<file path="src/rtl/divider_pkg.sv">
// -----------------------------------------------------------------------------
// divider_pkg
//   Shared definitions for the restoring divider:
//     - state_e        : FSM state encoding (IDLE / CALC)
//     - cnt_width()    : width of the iteration counter for a given WIDTH
//     - DIV_ZERO_QUOT  : quotient returned on divide-by-zero (all ones)
//     - RESET_RESULT   : reset value of the result registers
//     - RESET_STATE    : reset state of the FSM
//   Constants are sized to the largest legal WIDTH (64); users slice them.
// -----------------------------------------------------------------------------
package divider_pkg;

  localparam int MAX_WIDTH = 64;

  typedef enum logic {
    IDLE = 1'b0,
    CALC = 1'b1
  } state_e;

  localparam state_e                 RESET_STATE   = IDLE;
  localparam logic [MAX_WIDTH-1:0]   DIV_ZERO_QUOT = '1;
  localparam logic [MAX_WIDTH-1:0]   RESET_RESULT  = '0;

  // Counter must hold the value WIDTH itself, hence WIDTH+1 codes.
  function automatic int cnt_width(input int width);
    return $clog2(width + 1);
  endfunction

endpackage

</file>
<file path="src/rtl/div_restore_step.sv">
// -----------------------------------------------------------------------------
// div_restore_step
//   One combinational iteration of the restoring division algorithm.
//   Ports:
//     r_i       in  WIDTH  partial remainder
//     q_i       in  WIDTH  dividend / quotient shift register
//     divisor_i in  WIDTH  divisor (unsigned magnitude)
//     r_o       out WIDTH  next partial remainder
//     q_o       out WIDTH  next shift register (new quotient bit in LSB)
//   The restored remainder is always below the divisor, so it fits in WIDTH
//   bits; only the trial subtraction needs the extra bit.
// -----------------------------------------------------------------------------
module div_restore_step #(
  parameter int WIDTH = 24
) (
  input  logic [WIDTH-1:0] r_i,
  input  logic [WIDTH-1:0] q_i,
  input  logic [WIDTH-1:0] divisor_i,
  output logic [WIDTH-1:0] r_o,
  output logic [WIDTH-1:0] q_o
);

  logic [WIDTH:0] shifted;
  logic [WIDTH:0] trial;

  assign shifted = {r_i, q_i[WIDTH-1]};
  assign trial   = shifted - {1'b0, divisor_i};

  // NOTE: every output gets a value on every path so no latch is inferred.
  always_comb begin
    r_o = shifted[WIDTH-1:0];
    q_o = {q_i[WIDTH-2:0], 1'b0};
    if (!trial[WIDTH]) begin
      r_o = trial[WIDTH-1:0];
      q_o = {q_i[WIDTH-2:0], 1'b1};
    end
  end

endmodule

</file>
<file path="src/rtl/restoring_divider_param.sv">
// -----------------------------------------------------------------------------
// restoring_divider_param
//   Multi-cycle unsigned restoring divider, one quotient bit per clock.
//   Latency is WIDTH cycles from the accepting edge to done (1 cycle for a
//   zero divisor), independent of the operand values.
//   Ports:
//     clk          in  1      clock, rising edge
//     reset_n      in  1      asynchronous active-low reset
//     signed_mode  in  1      two's complement operands (RESTORING_DIVIDER_SIGNED_EN only)
//     start        in  1      request a division, sampled while busy=0
//     dividend     in  WIDTH  numerator, captured on the accepting edge
//     divisor      in  WIDTH  denominator, captured on the accepting edge
//     quotient     out WIDTH  registered result, held until next completion
//     remainder    out WIDTH  registered result, held until next completion
//     busy         out 1      high while iterating
//     done         out 1      one-cycle pulse when results update
//     div_by_zero  out 1      captured divisor was zero
//   Optional feature macro: RESTORING_DIVIDER_SIGNED_EN (signed truncating
//   division; the core still iterates on magnitudes).
// -----------------------------------------------------------------------------
module restoring_divider_param
  import divider_pkg::*;
#(
  parameter int WIDTH = 24
) (
  input  logic             clk,
  input  logic             reset_n,
`ifdef RESTORING_DIVIDER_SIGNED_EN
  input  logic             signed_mode,
`endif
  input  logic             start,
  input  logic [WIDTH-1:0] dividend,
  input  logic [WIDTH-1:0] divisor,
  output logic [WIDTH-1:0] quotient,
  output logic [WIDTH-1:0] remainder,
  output logic             busy,
  output logic             done,
  output logic             div_by_zero
);

  localparam int               CW  = cnt_width(WIDTH);
  localparam logic [WIDTH-1:0] ONE = WIDTH'(1);

  state_e           state_q, state_d;
  logic [CW-1:0]    cnt_q, cnt_d;
  logic [WIDTH-1:0] r_q, r_d;
  logic [WIDTH-1:0] sh_q, sh_d;
  logic [WIDTH-1:0] dvs_q, dvs_d;
  logic             neg_quot_q, neg_quot_d;
  logic             neg_rem_q, neg_rem_d;
  logic             dbz_pend_q, dbz_pend_d;
  logic [WIDTH-1:0] quotient_q, quotient_d;
  logic [WIDTH-1:0] remainder_q, remainder_d;
  logic             done_q, done_d;
  logic             dbz_q, dbz_d;

  logic             sgn_mode;
  logic [WIDTH-1:0] dividend_mag;
  logic [WIDTH-1:0] divisor_mag;
  logic [WIDTH-1:0] r_nxt;
  logic [WIDTH-1:0] sh_nxt;

`ifdef RESTORING_DIVIDER_SIGNED_EN
  assign sgn_mode = signed_mode;
`else
  assign sgn_mode = 1'b0;
`endif

  // Magnitudes at capture; the most-negative value maps to 2^(WIDTH-1),
  // which is still correct as an unsigned magnitude.
  assign dividend_mag = (sgn_mode && dividend[WIDTH-1]) ? (~dividend + ONE) : dividend;
  assign divisor_mag  = (sgn_mode && divisor[WIDTH-1])  ? (~divisor + ONE)  : divisor;

  div_restore_step #(
    .WIDTH (WIDTH)
  ) u_step (
    .r_i       (r_q),
    .q_i       (sh_q),
    .divisor_i (dvs_q),
    .r_o       (r_nxt),
    .q_o       (sh_nxt)
  );

  always_comb begin
    state_d     = state_q;
    cnt_d       = cnt_q;
    r_d         = r_q;
    sh_d        = sh_q;
    dvs_d       = dvs_q;
    neg_quot_d  = neg_quot_q;
    neg_rem_d   = neg_rem_q;
    dbz_pend_d  = 1'b0;
    quotient_d  = quotient_q;
    remainder_d = remainder_q;
    done_d      = 1'b0;
    dbz_d       = dbz_q;

    // Divide-by-zero completes one edge after acceptance; sh_q still holds
    // the raw dividend because nothing else can load it while IDLE.
    if (dbz_pend_q) begin
      quotient_d  = DIV_ZERO_QUOT[WIDTH-1:0];
      remainder_d = sh_q;
      dbz_d       = 1'b1;
      done_d      = 1'b1;
    end

    case (state_q)
      IDLE: begin
        if (start) begin
          dvs_d      = divisor_mag;
          neg_quot_d = sgn_mode & (dividend[WIDTH-1] ^ divisor[WIDTH-1]);
          neg_rem_d  = sgn_mode & dividend[WIDTH-1];
          if (divisor == '0) begin
            sh_d       = dividend;
            dbz_pend_d = 1'b1;
          end else begin
            r_d     = '0;
            sh_d    = dividend_mag;
            cnt_d   = CW'(WIDTH);
            state_d = CALC;
          end
        end
      end
      CALC: begin
        r_d   = r_nxt;
        sh_d  = sh_nxt;
        cnt_d = cnt_q - CW'(1);
        if (cnt_q == CW'(1)) begin
          quotient_d  = neg_quot_q ? (~sh_nxt + ONE) : sh_nxt;
          remainder_d = neg_rem_q  ? (~r_nxt + ONE)  : r_nxt;
          dbz_d       = 1'b0;
          done_d      = 1'b1;
          state_d     = IDLE;
        end
      end
      default: state_d = IDLE;
    endcase
  end

  // NOTE: sequential state uses non-blocking assignments only, so every flop
  // samples the pre-edge values of its neighbours.
  always_ff @(posedge clk or negedge reset_n) begin
    if (!reset_n) begin
      state_q     <= RESET_STATE;
      cnt_q       <= '0;
      r_q         <= '0;
      sh_q        <= '0;
      dvs_q       <= '0;
      neg_quot_q  <= 1'b0;
      neg_rem_q   <= 1'b0;
      dbz_pend_q  <= 1'b0;
      quotient_q  <= RESET_RESULT[WIDTH-1:0];
      remainder_q <= RESET_RESULT[WIDTH-1:0];
      done_q      <= 1'b0;
      dbz_q       <= 1'b0;
    end else begin
      state_q     <= state_d;
      cnt_q       <= cnt_d;
      r_q         <= r_d;
      sh_q        <= sh_d;
      dvs_q       <= dvs_d;
      neg_quot_q  <= neg_quot_d;
      neg_rem_q   <= neg_rem_d;
      dbz_pend_q  <= dbz_pend_d;
      quotient_q  <= quotient_d;
      remainder_q <= remainder_d;
      done_q      <= done_d;
      dbz_q       <= dbz_d;
    end
  end

  assign quotient    = quotient_q;
  assign remainder   = remainder_q;
  assign busy        = (state_q == CALC);
  assign done        = done_q;
  assign div_by_zero = dbz_q;

endmodule

</file>
<file path="config.mk">
export PLATFORM = sky130hd
export DESIGN_NAME = restoring_divider_param
export DESIGN_NICKNAME = d
export VERILOG_FILES = /design/src/rtl/divider_pkg.sv /design/src/rtl/div_restore_step.sv /design/src/rtl/restoring_divider_param.sv
export SDC_FILE = /design/constraint.sdc
export NUM_CORES = 1
export LEC_CHECK = 0
export ABC_CLOCK_PERIOD_IN_PS = 7300
export CAP_MARGIN = 40
export CORE_ASPECT_RATIO = 1.2
export CORE_MARGIN = 5
export CORE_UTILIZATION = 27
export DETAILED_ROUTE_END_ITERATION = 8
export PLACE_DENSITY = 0.51
export SYNTH_ARGS = -nofsm -noshare
export SYNTH_HDL_FRONTEND = slang
export SYNTH_SLANG_ARGS = --single-unit
</file>
<file path="constraint.sdc">
create_clock -name clk -period 7.3 [get_ports clk]
set_input_delay 1.46 -clock clk [delete_from_list [all_inputs] [get_ports clk]]
set_output_delay 1.46 -clock clk [all_outputs]
set_load 0.05 [all_outputs]
</file>
After elaboration in Yosys (flattened, before gate mapping). Index checks and enable logic that the tools add are counted.

Register bits after elaboration: 129. Input port bits: 51.

Add/subtract/negate cells: 2. Equal/unequal tests: 3. Mux-type cells: 29. Bitwise operators: 1. Reduce and logical (&&, ||, !) cells: 3.

Operators by type and width (number): 24-bit two-way mux (10); 24-bit one-hot mux with 2 select lines (2); 25-bit by 24-bit subtractor with 25-bit output (1); 24-bit zero test (1); 1-bit two-way mux (13); 5-bit two-way mux (2); 5-bit one-hot mux with 2 select lines (1); 5-bit by 1-bit == test with 1-bit output, second input constant (1); 5-bit by 1-bit subtractor with 5-bit output, second input constant (1); 2-bit != test, second input constant (2); 2-bit AND reduction (2); 1-bit one-hot mux with 2 select lines (1); 1-bit inverter (1).

Depth between registers and ports, before layout. Gate-level depths: netlist of run 1.

Word-level depth: 4. Gate-level depth with buffers: 14. Gate-level depth less buffers: 12.

Cells and area by module. A second synthesis of run 1 with hierarchy kept.

Cell total of the unflattened synthesis: 723. Area, all modules: 7349.5 µm².

Modules (own cells, without submodules): restoring_divider_param (times used 1, cells an instance 466, area an instance 5351.4 µm², seq. area each 3228.1 µm²); div_restore_step (times used 1, cells an instance 257, area an instance 1998.2 µm², seq. area each 0.0 µm²).

Least setup slack after synthesis of run 1. No wires, ideal clock.

Path type: input -> register. Start: in divisor[19]. End: reg cnt_q[4]. Data arrival time: 2841 ps. Data required time: 7179 ps. Slack: 4338 ps. Cell stages on the path: 8. Path buffers: 0. Cells stage by stage: nor4_1 > and4_1 > nand3_1 > a21oi_1 > nand2b_1 > nor3_1 > xnor2_1 > nand2b_1.

Longest elaborated chain between the ends: 3.

RTL lines: start: declaration (RTL line restoring_divider_param.sv:33) `input logic [WIDTH-1:0] divisor,`; 24-bit zero test (RTL line restoring_divider_param.sv:113) `if (divisor == '0) begin`; 2-bit != test (no source line); 2-bit AND reduction (no source line); end signal: assignment (RTL line restoring_divider_param.sv:158) `cnt_q <= cnt_d;`; end: declaration (RTL line restoring_divider_param.sv:45) `logic [CW-1:0] cnt_q, cnt_d;`.

Every way passes these cells. A chain may end at the register's enable or synchronous reset.

Worst setup path after layout of run 1.
Start: reg sh_q[23]. End: reg remainder_q[13] (netlist: remainder[13]).

Longest elaborated chain between the ends: 4.

RTL lines: start: declaration (RTL line restoring_divider_param.sv:47) `logic [WIDTH-1:0] sh_q, sh_d;`; start signal: assignment (RTL line restoring_divider_param.sv:147) `sh_q <= '0;`; start signal: assignment (RTL line restoring_divider_param.sv:160) `sh_q <= sh_d;`; 25-bit by 24-bit subtractor with 25-bit output (RTL line div_restore_step.sv:27) `assign trial = shifted - {1'b0, divisor_i};`; 24-bit two-way mux (RTL line div_restore_step.sv:33) `if (!trial[WIDTH]) begin`; 24-bit two-way mux (RTL line restoring_divider_param.sv:128) `if (cnt_q == CW'(1)) begin`; 24-bit two-way mux (RTL line restoring_divider_param.sv:107) `case (state_q)`; named net remainder_d[13] (RTL line restoring_divider_param.sv:53) `logic [WIDTH-1:0] remainder_q, remainder_d;`; end signal: assignment (RTL line restoring_divider_param.sv:153) `remainder_q <= RESET_RESULT[WIDTH-1:0];`; end signal: assignment (RTL line restoring_divider_param.sv:166) `remainder_q <= remainder_d;`; end: declaration (RTL line restoring_divider_param.sv:53).

The timed path passes the listed nets, and every way through them passes these cells.

==> results of run 1 <==
==> layer usage <==
metal  part of all wire, %  routed length (um)  vias to the layer above
li1                      -                   -                     2768
met1                    48                9740                     2679
met2                    44                8890                      110
met3                   6.0                1200                       22
met4                   1.5                 293                        0
met5                     0                   0                        -
==> layout make-up <==
| type | instances | area share, % |
|---|---|---|
| Multi-Input combinational cell | 542 | 37.9 |
| Sequential cell | 129 | 36.3 |
| Timing Repair Buffer | 112 | 12.6 |
| Clock buffer | 23 | 5.60 |
| Tap cell | 330 | 4.65 |
| Inverter | 34 | 1.44 |
| Clock inverter | 8 | 1.42 |
==> metrics by stage <==
| stage | cell area (um2) | instances |
|---|---|---|
| after global placement | 8200 | 1144 |
| after global routing | 8890 | 1178 |
| after floorplan | 6880 | 745 |
| final | 8890 | 1178 |
| after CTS | 8890 | 1178 |
| after detailed placement | 8260 | 1147 |
==> cell families after synthesis <==
family                     synth area share [%]
and+or+nand+nor                            15.3
buffers and inverters                      4.33
adders and majority gates                  5.02
xor gates and xnor gates                   2.78
DFF                                        46.9
muxes                                      7.39
AOI/OAI and AO/OA                          18.2
==> sequential cells by signal (all words and copies together) (netlist names), 5 cells and up <==
name,flops
quotient,24
dvs_q,24
remainder,24
r_q,24
sh_q,24
cnt_q,5
==> path summary, 6_finish.rpt <==
kind / from / endpoint / slack [ns] / cells after the start
setup reg to reg: sh_q[23] / remainder[13] / 3.50 / 13
hold / removal: quotient[14] / quotient[14] / 0.50 / 2
hold reg to reg: quotient[14] / quotient[14] / 0.50 / 2
setup / recovery: sh_q[23] / remainder[13] / 3.50 / 13
min in group asynchronous: reset_n / dvs_q[22] / 1.13 / 1
max in group asynchronous: reset_n / r_q[11] / 5.07 / 3
==> cell usage in the layout, fill, tap and decap left out, drive strengths merged, types with 8 or more instances in the layout <==
master           n
a211oi          21
a21o             8
a21oi           48
buf             13
clkbuf          23
clkdlybuf4s50   99
dfrtp          129
ha              26
inv             34
mux2i           47
nand2          140
nand2b          10
nor2            18
nor2b           24
o21ai          105
xnor2           18
==> critical path, cell delays in order, from the launching register on <==
cell and delay (ns):
dfrtp_1 0.40, inv_1 0.09, ha_1 0.17, inv_1 0.05, fa_1 0.39, a21o_1 0.21
a221oi_4 0.35, o211a_1 0.29, o31ai_2 0.11, a21oi_2 0.27, xnor2_4 0.27, buf_4 0.41
mux2i_1 0.48, a21oi_1 0.14
==> impl_metrics.py, run 1 <==
metrics = {
    "outcome": {
        "run_status": "finished, final reports clean",
    },
    "synth": {
        "synth.distinct_cells": 52,
        "synthFlopType": "dfrtp_1",
        "synth-edff-count": 0,
        "synth_area_leaders": "dfrtp_1, nand2_1, mux2i_1",
        "synth_common_cells": "nand2_1, dfrtp_1, o21ai_0",
        "synth_top_area_share_pct": 46.9,
        "synth_cells": 745,
        "synth.most_common_cell": "nand2_1",
        "ys_seq_area_share_pct": 46.9,
        "ys_seq_elements": 129,
        "synth_async_sr_flop_share_pct": 100,
        "syn_nets": 823,
        "yosysTopAreaCell": "dfrtp_1",
        "avgSynthCellArea_um2": 9.23,
        "syn-cell-area_um2": 6880,
        "synth_warnings": 0,
    },
    "timing": {
        "max-slew-margin-rel_pct": 45.8,
        "fmax_ghz": 0.263,
        "fin_crit_sh_pct": 52.1,
        "hold_viol": 0,
        "drv_slew": 0,
        "min_period_ns": 3.80,
        "rsz0062_at_grt": "no",
        "fin_skew_ns": 0.00961,
        "setup_viol": 0,
        "worst_slack_ns": 3.50,
        "holdWs_ns": 0.501,
        "timing.setup.tns_ns": 0,
        "tightestPinTransition_ns": 0.813,
    },
    "drt": {
        "wl_mm": 20.1,
        "wire_per_inst_um": 17.1,
        "drtPass1Iterations": 4,
        "drtIter0Drc": 233,
        "postRouteAntennaNets": 0,
        "via_per_inst": 4.74,
        "dr_total_vias": 5579,
        "drc_errors": 0,
    },
    "clock_network": {
        "path_clk_slew_ns": 0.06,
        "cts-htree-levels": 4,
        "clockRootBuffer": "clkbuf_16",
        "post_cts_buffers": 0,
        "cts_resized": 0,
        "worstSkewPairLatency_ns": 0.42,
        "clock_sinks": 129,
        "cts_buffers": 17,
        "hold_buffers": 0,
        "cts_tree": "built",
        "clock_path_buffers": 2,
    },
    "grt": {
        "grt_max_degree": 71,
        "grt_util_all_layers_pct": 14.5,
        "grt_util_met1_pct": 20.4,
        "grtUsageMet2_pct": 22.1,
        "use_met3_pct": 3.76,
        "antenna_found_initial": 0,
        "grt_busiest_layer": "met2",
        "grt_pass1_vias": 5887,
        "grt_pass1_wl_mm": 32.7,
        "grt_overflow_total": 0,
    },
    "min_path": {
        "min_path_type": "reg2reg",
    },
    "finish": {
        "postLayoutCoreUtil_pct": 35.1,
        "fillers": 2613,
        "drive_gt1_share_pct": 6.72,
        "seq_area_um2": 3230,
        "n_antenna_cell": 0,
        "final_nets": 914,
        "syn_to_final_growth_pct": 29.2,
        "multiInputGateArea_um2": 3370,
    },
    "critical_path": {
        "cp_data_arrival_time_ns": 4.07,
        "crit_path_start_kind": "flip-flop",
        "crit_fanout": 16,
        "cp-end-kind": "flip-flop",
        "required_ns": 7.57,
        "critPathKind": "reg2reg",
    },
    "floorplan": {
        "die_width_um": 156,
        "rows": 64,
        "dieArea_um2": 28800,
        "start_util_pct": 27.2,
        "top_level_ports": 102,
        "core_area_um2": 25300,
        "die_y_um": 185,
    },
    "place": {
        "gp_congestion": 0.803,
        "dp_hpwl_mm": 14.3,
        "dp_slack_ns": 3.01,
        "io_buffers": 101,
    },
    "run": {
        "maxCapViolCount": 0,
    },
}
Power of run 1 is left out: the tool's default activity adds up to more than one toggle a clock period on the data nets, which glitch-free logic cannot reach.
==> run 2: changes to the inputs <==
--- a/config.mk
+++ b/config.mk
@@ -5,7 +5,7 @@
 export SDC_FILE = /design/constraint.sdc
 export NUM_CORES = 1
 export LEC_CHECK = 0
-export ABC_CLOCK_PERIOD_IN_PS = 7300
+export ABC_CLOCK_PERIOD_IN_PS = 3550
 export CAP_MARGIN = 40
 export CORE_ASPECT_RATIO = 1.2
 export CORE_MARGIN = 5
==> constraint.sdc (replaced) <==
create_clock -name clk -period 3.55 [get_ports clk]
set_input_delay 0.71 -clock clk [delete_from_list [all_inputs] [get_ports clk]]
set_output_delay 0.71 -clock clk [all_outputs]
set_load 0.05 [all_outputs]
==> impl_metrics.py, run 2 (synthesis gave the netlist of run 1 again) <==
metrics = {
    "finish": {
        "drive_gt1_share_pct": 7.49,
        "final_cell_area_um2": 8880,
        "final_nets": 919,
        "syn_to_final_growth_pct": 29.1,
        "multiInputGateArea_um2": 3370,
        "layout_common_cells": "nand2_1, dfrtp_1, clkdlybuf4s50_1",
        "postLayoutCoreUtil_pct": 35.1,
        "final_common_cell": "nand2_1",
        "n_antenna_cell": 0,
        "fillers": 2663,
        "seq_area_um2": 3230,
    },
    "place": {
        "placed_area_um2": 8310,
        "io_buffers": 101,
        "gp_congestion": 0.801,
        "dp_hpwl_mm": 14.7,
    },
    "timing": {
        "tightestPinTransition_ns": 0.760,
        "fmax_ghz": 0.304,
        "fin_skew_ns": 0.0134,
        "rsz0062_at_grt": "no",
        "drv_slew": 0,
        "timing.setup.tns_ns": 0,
        "fin_crit_sh_pct": 92.7,
        "min_period_ns": 3.29,
        "hold_viol": 0,
        "setup_viol": 0,
        "max-slew-margin-rel_pct": 49.3,
    },
    "critical_path": {
        "slowest_delay_ns": 0.51,
        "required_ns": 3.82,
        "cp_data_arrival_time_ns": 3.56,
        "r2r_slack_ns": 0.26,
        "crit_start": "r_q[3]",
        "crit_fanout": 5,
        "crit_slowest_cell": "o41ai_1",
        "cp_common_cell": "a21oi_1",
        "critPathKind": "reg2reg",
        "rr_startpoint": "r_q[3]",
        "worstRegToRegCells": 9,
        "path_buf_inv": 1,
        "crit_chain": "ha_1 -> a21o_1 -> o41ai_1 -> a21oi_1 -> o211ai_1 -> a21oi_1 -> a2111oi_1 -> buf_4 -> o221ai_1",
        "crit_path_start_kind": "flip-flop",
        "cp-end-kind": "flip-flop",
        "critPathTopFamily": "compound AO/OA/AOI/OAI gates",
        "rr_endpoint": "r_q[19]",
    },
    "grt": {
        "grt_pass1_wl_mm": 32.8,
        "grt_pass1_vias": 5830,
        "grt_overflow_total": 0,
        "grt_util_all_layers_pct": 14.5,
        "antenna_found_initial": 0,
        "grt_max_degree": 50,
    },
    "drt": {
        "drtIter0Drc": 252,
        "postRouteAntennaNets": 0,
        "via_per_inst": 4.74,
        "wire_per_inst_um": 17.1,
        "wl_mm": 20.2,
        "drc_errors": 0,
        "dr_total_vias": 5610,
        "drtPass1Iterations": 4,
    },
    "clock_network": {
        "clockRootBuffer": "clkbuf_16",
        "path_clk_slew_ns": 0.06,
        "cts_buffers": 17,
        "cts_tree": "built",
        "clock_path_buffers": 2,
        "cts-htree-levels": 4,
        "hold_buffers": 0,
        "worstSkewPairLatency_ns": 0.43,
        "clock_sinks": 129,
    },
    "outcome": {
        "run_status": "finished, final reports clean",
    },
    "floorplan": {
        "die_y_um": 185,
        "rows": 64,
        "start_util_pct": 27.2,
        "core_area_um2": 25300,
        "dieArea_um2": 28800,
        "die_width_um": 156,
        "top_level_ports": 102,
    },
    "run": {
        "maxCapViolCount": 0,
    },
    "min_path": {
        "min_path_type": "in2async",
    },
}
[run 2: cell count changes in the layout (fill, tap and decap cells not counted), moves of 2 or more]
cell,before,now
bufinv_16,3,1
clkbuf_8,5,2
buf_4,9,13
clkinv_4,1,3
clkinv_2,1,3
buf_16,2,0
buf_12,0,3
[run 2: worst register-to-register path, cell delays in order, from the launching register on]
cell       delay (ns)
dfrtp_1          0.41
ha_1             0.37
a21o_1           0.23
o41ai_1          0.51
a21oi_1          0.26
o211ai_1         0.38
a21oi_1          0.12
a2111oi_1        0.49
buf_4            0.23
o221ai_1         0.13
[run 2: layer usage]
metal  vias up  wire length, um  track usage (%)
met5         -                0                0
met4         0              294             3.99
met3        23             1080             3.86
met2       123             8760             21.6
met1      2667            10100             21.0
li1       2797                -                -
[run 2: how the worst max path moves through the flow]
| stage | depth (start not counted) | end |
|---|---|---|
| global route | 13 | r_q[22] |
| floorplan | 14 | remainder[15] |
| detailed placement | 9 | r_q[19] |
| CTS | 9 | r_q[19] |
| global placement | 9 | r_q[19] |
| finish | 9 | r_q[19] |
[run 2: cell type report]
type | instances | area share [%]
clock buffer | 20 | 5.15
clock inverter | 12 | 1.24
inverter | 34 | 1.44
multi-input combinational | 542 | 38.0
sequential | 129 | 36.4
tap | 330 | 4.65
timing repair buffer | 117 | 13.2
[run 2: metrics by stage]
step	std cells	setup WS, ns	hold WS [ns]
2_1_floorplan	745	0.666	0.414
3_3_place_gp	1150	0.206	0.486
3_5_place_dp	1152	0.240	0.483
4_1_cts	1184	0.197	0.355
5_1_grt	1184	0.0335	0.385
6_report	1184	0.261	0.337
[run 2: repair_timing]
action                                  CTS  global route
endpoints found under the setup margin    0             1
hold endpoints to repair                  0             0
setup buffers                             0             0
gates resized for setup                   0             1
Power of run 2 is left out for the same reason.
==> run 3: changes to the inputs <==
--- a/config.mk
+++ b/config.mk
@@ -5,7 +5,7 @@
 export SDC_FILE = /design/constraint.sdc
 export NUM_CORES = 1
 export LEC_CHECK = 0
-export ABC_CLOCK_PERIOD_IN_PS = 3550
+export ABC_CLOCK_PERIOD_IN_PS = 3570
 export CAP_MARGIN = 40
 export CORE_ASPECT_RATIO = 1.2
 export CORE_MARGIN = 5
==> constraint.sdc (replaced) <==
create_clock -name clk -period 3.57 [get_ports clk]
set_input_delay 0.714 -clock clk [delete_from_list [all_inputs] [get_ports clk]]
set_output_delay 0.714 -clock clk [all_outputs]
set_load 0.05 [all_outputs]
==> impl_metrics.py, run 3 (synthesis gave the netlist of run 1 again) <==
metrics = {
    "outcome": {
        "run_status": "finished, final reports clean",
    },
    "drt": {
        "wire_per_inst_um": 17.0,
        "drtPass1Iterations": 4,
        "drtIter0Drc": 241,
        "wl_mm": 20.2,
        "dr_total_vias": 5601,
        "drc_errors": 0,
        "postRouteAntennaNets": 0,
        "via_per_inst": 4.73,
    },
    "run": {
        "maxCapViolCount": 0,
    },
    "critical_path": {
        "r2r_slack_ns": 0.20,
        "required_ns": 3.85,
        "rr_startpoint": "r_q[3]",
        "crit_chain": "ha_1 -> a21o_1 -> o41ai_1 -> a21oi_1 -> o211ai_1 -> a21oi_1 -> a2111oi_0 -> buf_4 -> o221ai_1",
        "critPathTopFamily": "compound AO/OA/AOI/OAI gates",
        "crit_slowest_cell": "a2111oi_0",
        "worstRegToRegCells": 9,
        "critPathKind": "reg2reg",
        "crit_path_start_kind": "flip-flop",
        "cp_data_arrival_time_ns": 3.64,
        "critPathCapture": "r_q[19]",
        "path_buf_inv": 1,
        "crit_start": "r_q[3]",
        "crit_fanout": 5,
        "rr_endpoint": "r_q[19]",
        "path_depth": 9,
        "slowest_delay_ns": 0.58,
        "cp-end-kind": "flip-flop",
        "cp_common_cell": "a21oi_1",
    },
    "floorplan": {
        "die_width_um": 156,
        "dieArea_um2": 28800,
        "rows": 64,
        "top_level_ports": 102,
        "core_area_um2": 25300,
        "start_util_pct": 27.2,
        "die_y_um": 185,
    },
    "timing": {
        "setup_viol": 0,
        "drv_slew": 0,
        "fmax_ghz": 0.297,
        "hold_viol": 0,
        "min_period_ns": 3.37,
        "tightestPinTransition_ns": 0.792,
        "rsz0062_at_grt": "no",
        "timing.setup.tns_ns": 0,
        "fin_crit_sh_pct": 94.3,
        "fin_skew_ns": 0.0114,
        "max-slew-margin-rel_pct": 47.1,
    },
    "clock_network": {
        "clock_path_buffers": 2,
        "cts_tree": "built",
        "cts-htree-levels": 4,
        "post_cts_buffers": 0,
        "clock_sinks": 129,
        "path_clk_slew_ns": 0.06,
        "cts_buffers": 17,
        "clockRootBuffer": "clkbuf_16",
        "worstSkewPairLatency_ns": 0.43,
    },
    "grt": {
        "antenna_found_initial": 0,
        "grt_overflow_total": 0,
        "grt_util_all_layers_pct": 14.3,
        "grt_pass1_vias": 5832,
        "grt_busiest_layer": "met2",
        "grt_util_met1_pct": 20.2,
        "grt_pass1_wl_mm": 32.4,
        "grt_max_degree": 50,
        "grtUsageMet2_pct": 21.8,
        "use_met3_pct": 4.23,
    },
    "place": {
        "io_buffers": 101,
        "gp_congestion": 0.814,
        "placed_cells": 1152,
        "dp_hpwl_mm": 14.7,
    },
    "finish": {
        "stdcell_count": 1183,
        "drive_gt1_share_pct": 7.74,
        "final_nets": 919,
        "n_antenna_cell": 0,
        "layout_common_cells": "nand2_1, dfrtp_1, clkdlybuf4s50_1",
        "syn_to_final_growth_pct": 29.5,
        "final_common_cell": "nand2_1",
        "postLayoutCoreUtil_pct": 35.2,
    },
    "min_path": {
        "min_path_type": "in2async",
    },
}
[run 3: cell count changes in the layout (fill, tap and decap cells not counted), sizes merged]
cell    before  now
clkinv       6    5
clkbuf      20   19
bufinv       1    2
[run 3: cell type report]
type / count / area, um2
Multi-Input combinational cell: 542 / 3380
Clock buffer: 19 / 453
Inverter: 34 / 128
Clock inverter: 12 / 135
Tap cell: 330 / 413
Sequential cell: 129 / 3230
Timing Repair Buffer: 117 / 1170
Fill cell: 2642 / 16400
[run 3: worst reg2reg max path, cell delays in order, from the launching register on]
cell	delay [ns]
dfrtp_1	0.41
ha_1	0.36
a21o_1	0.23
o41ai_1	0.53
a21oi_1	0.26
o211ai_1	0.39
a21oi_1	0.11
a2111oi_0	0.58
buf_4	0.24
o221ai_1	0.12
[run 3: what timing repair did]
action / 4_1_cts / 5_1_grt
endpoints found under the setup margin: 0 / 2
hold buffers: 0 / 0
resized for setup: 0 / 2
[run 3: layer usage]
layer,share of wire [%],up-vias,wire (um)
li1,-,2778,-
met1,49,2685,9870
met2,44,123,8860
met3,5.9,15,1190
met4,1.2,0,240
met5,0,-,0
[run 3: per-stage QoR]
stage	hold WS, ns	cell area (um2)	setup slack [ns]
global placement	0.484	8270	0.209
CTS	0.305	8900	0.204
detailed placement	0.482	8310	0.240
finish	0.280	8900	0.202
floorplan	0.418	6880	0.686
global route	0.329	8900	0.00519
[run 3: how the worst min path moves through the flow]
stage | endpoint | start | slack, ns
3_5_place_dp | quotient[10] | quotient[10] | 0.48
4_1_cts | dvs_q[0] | reset_n | 0.30
5_1_grt | dvs_q[0] | reset_n | 0.33
2_1_floorplan | busy | reset_n | 0.42
3_3_place_gp | div_by_zero | div_by_zero | 0.48
6_report | dvs_q[0] | reset_n | 0.28
Power of run 3 is left out for the same reason.
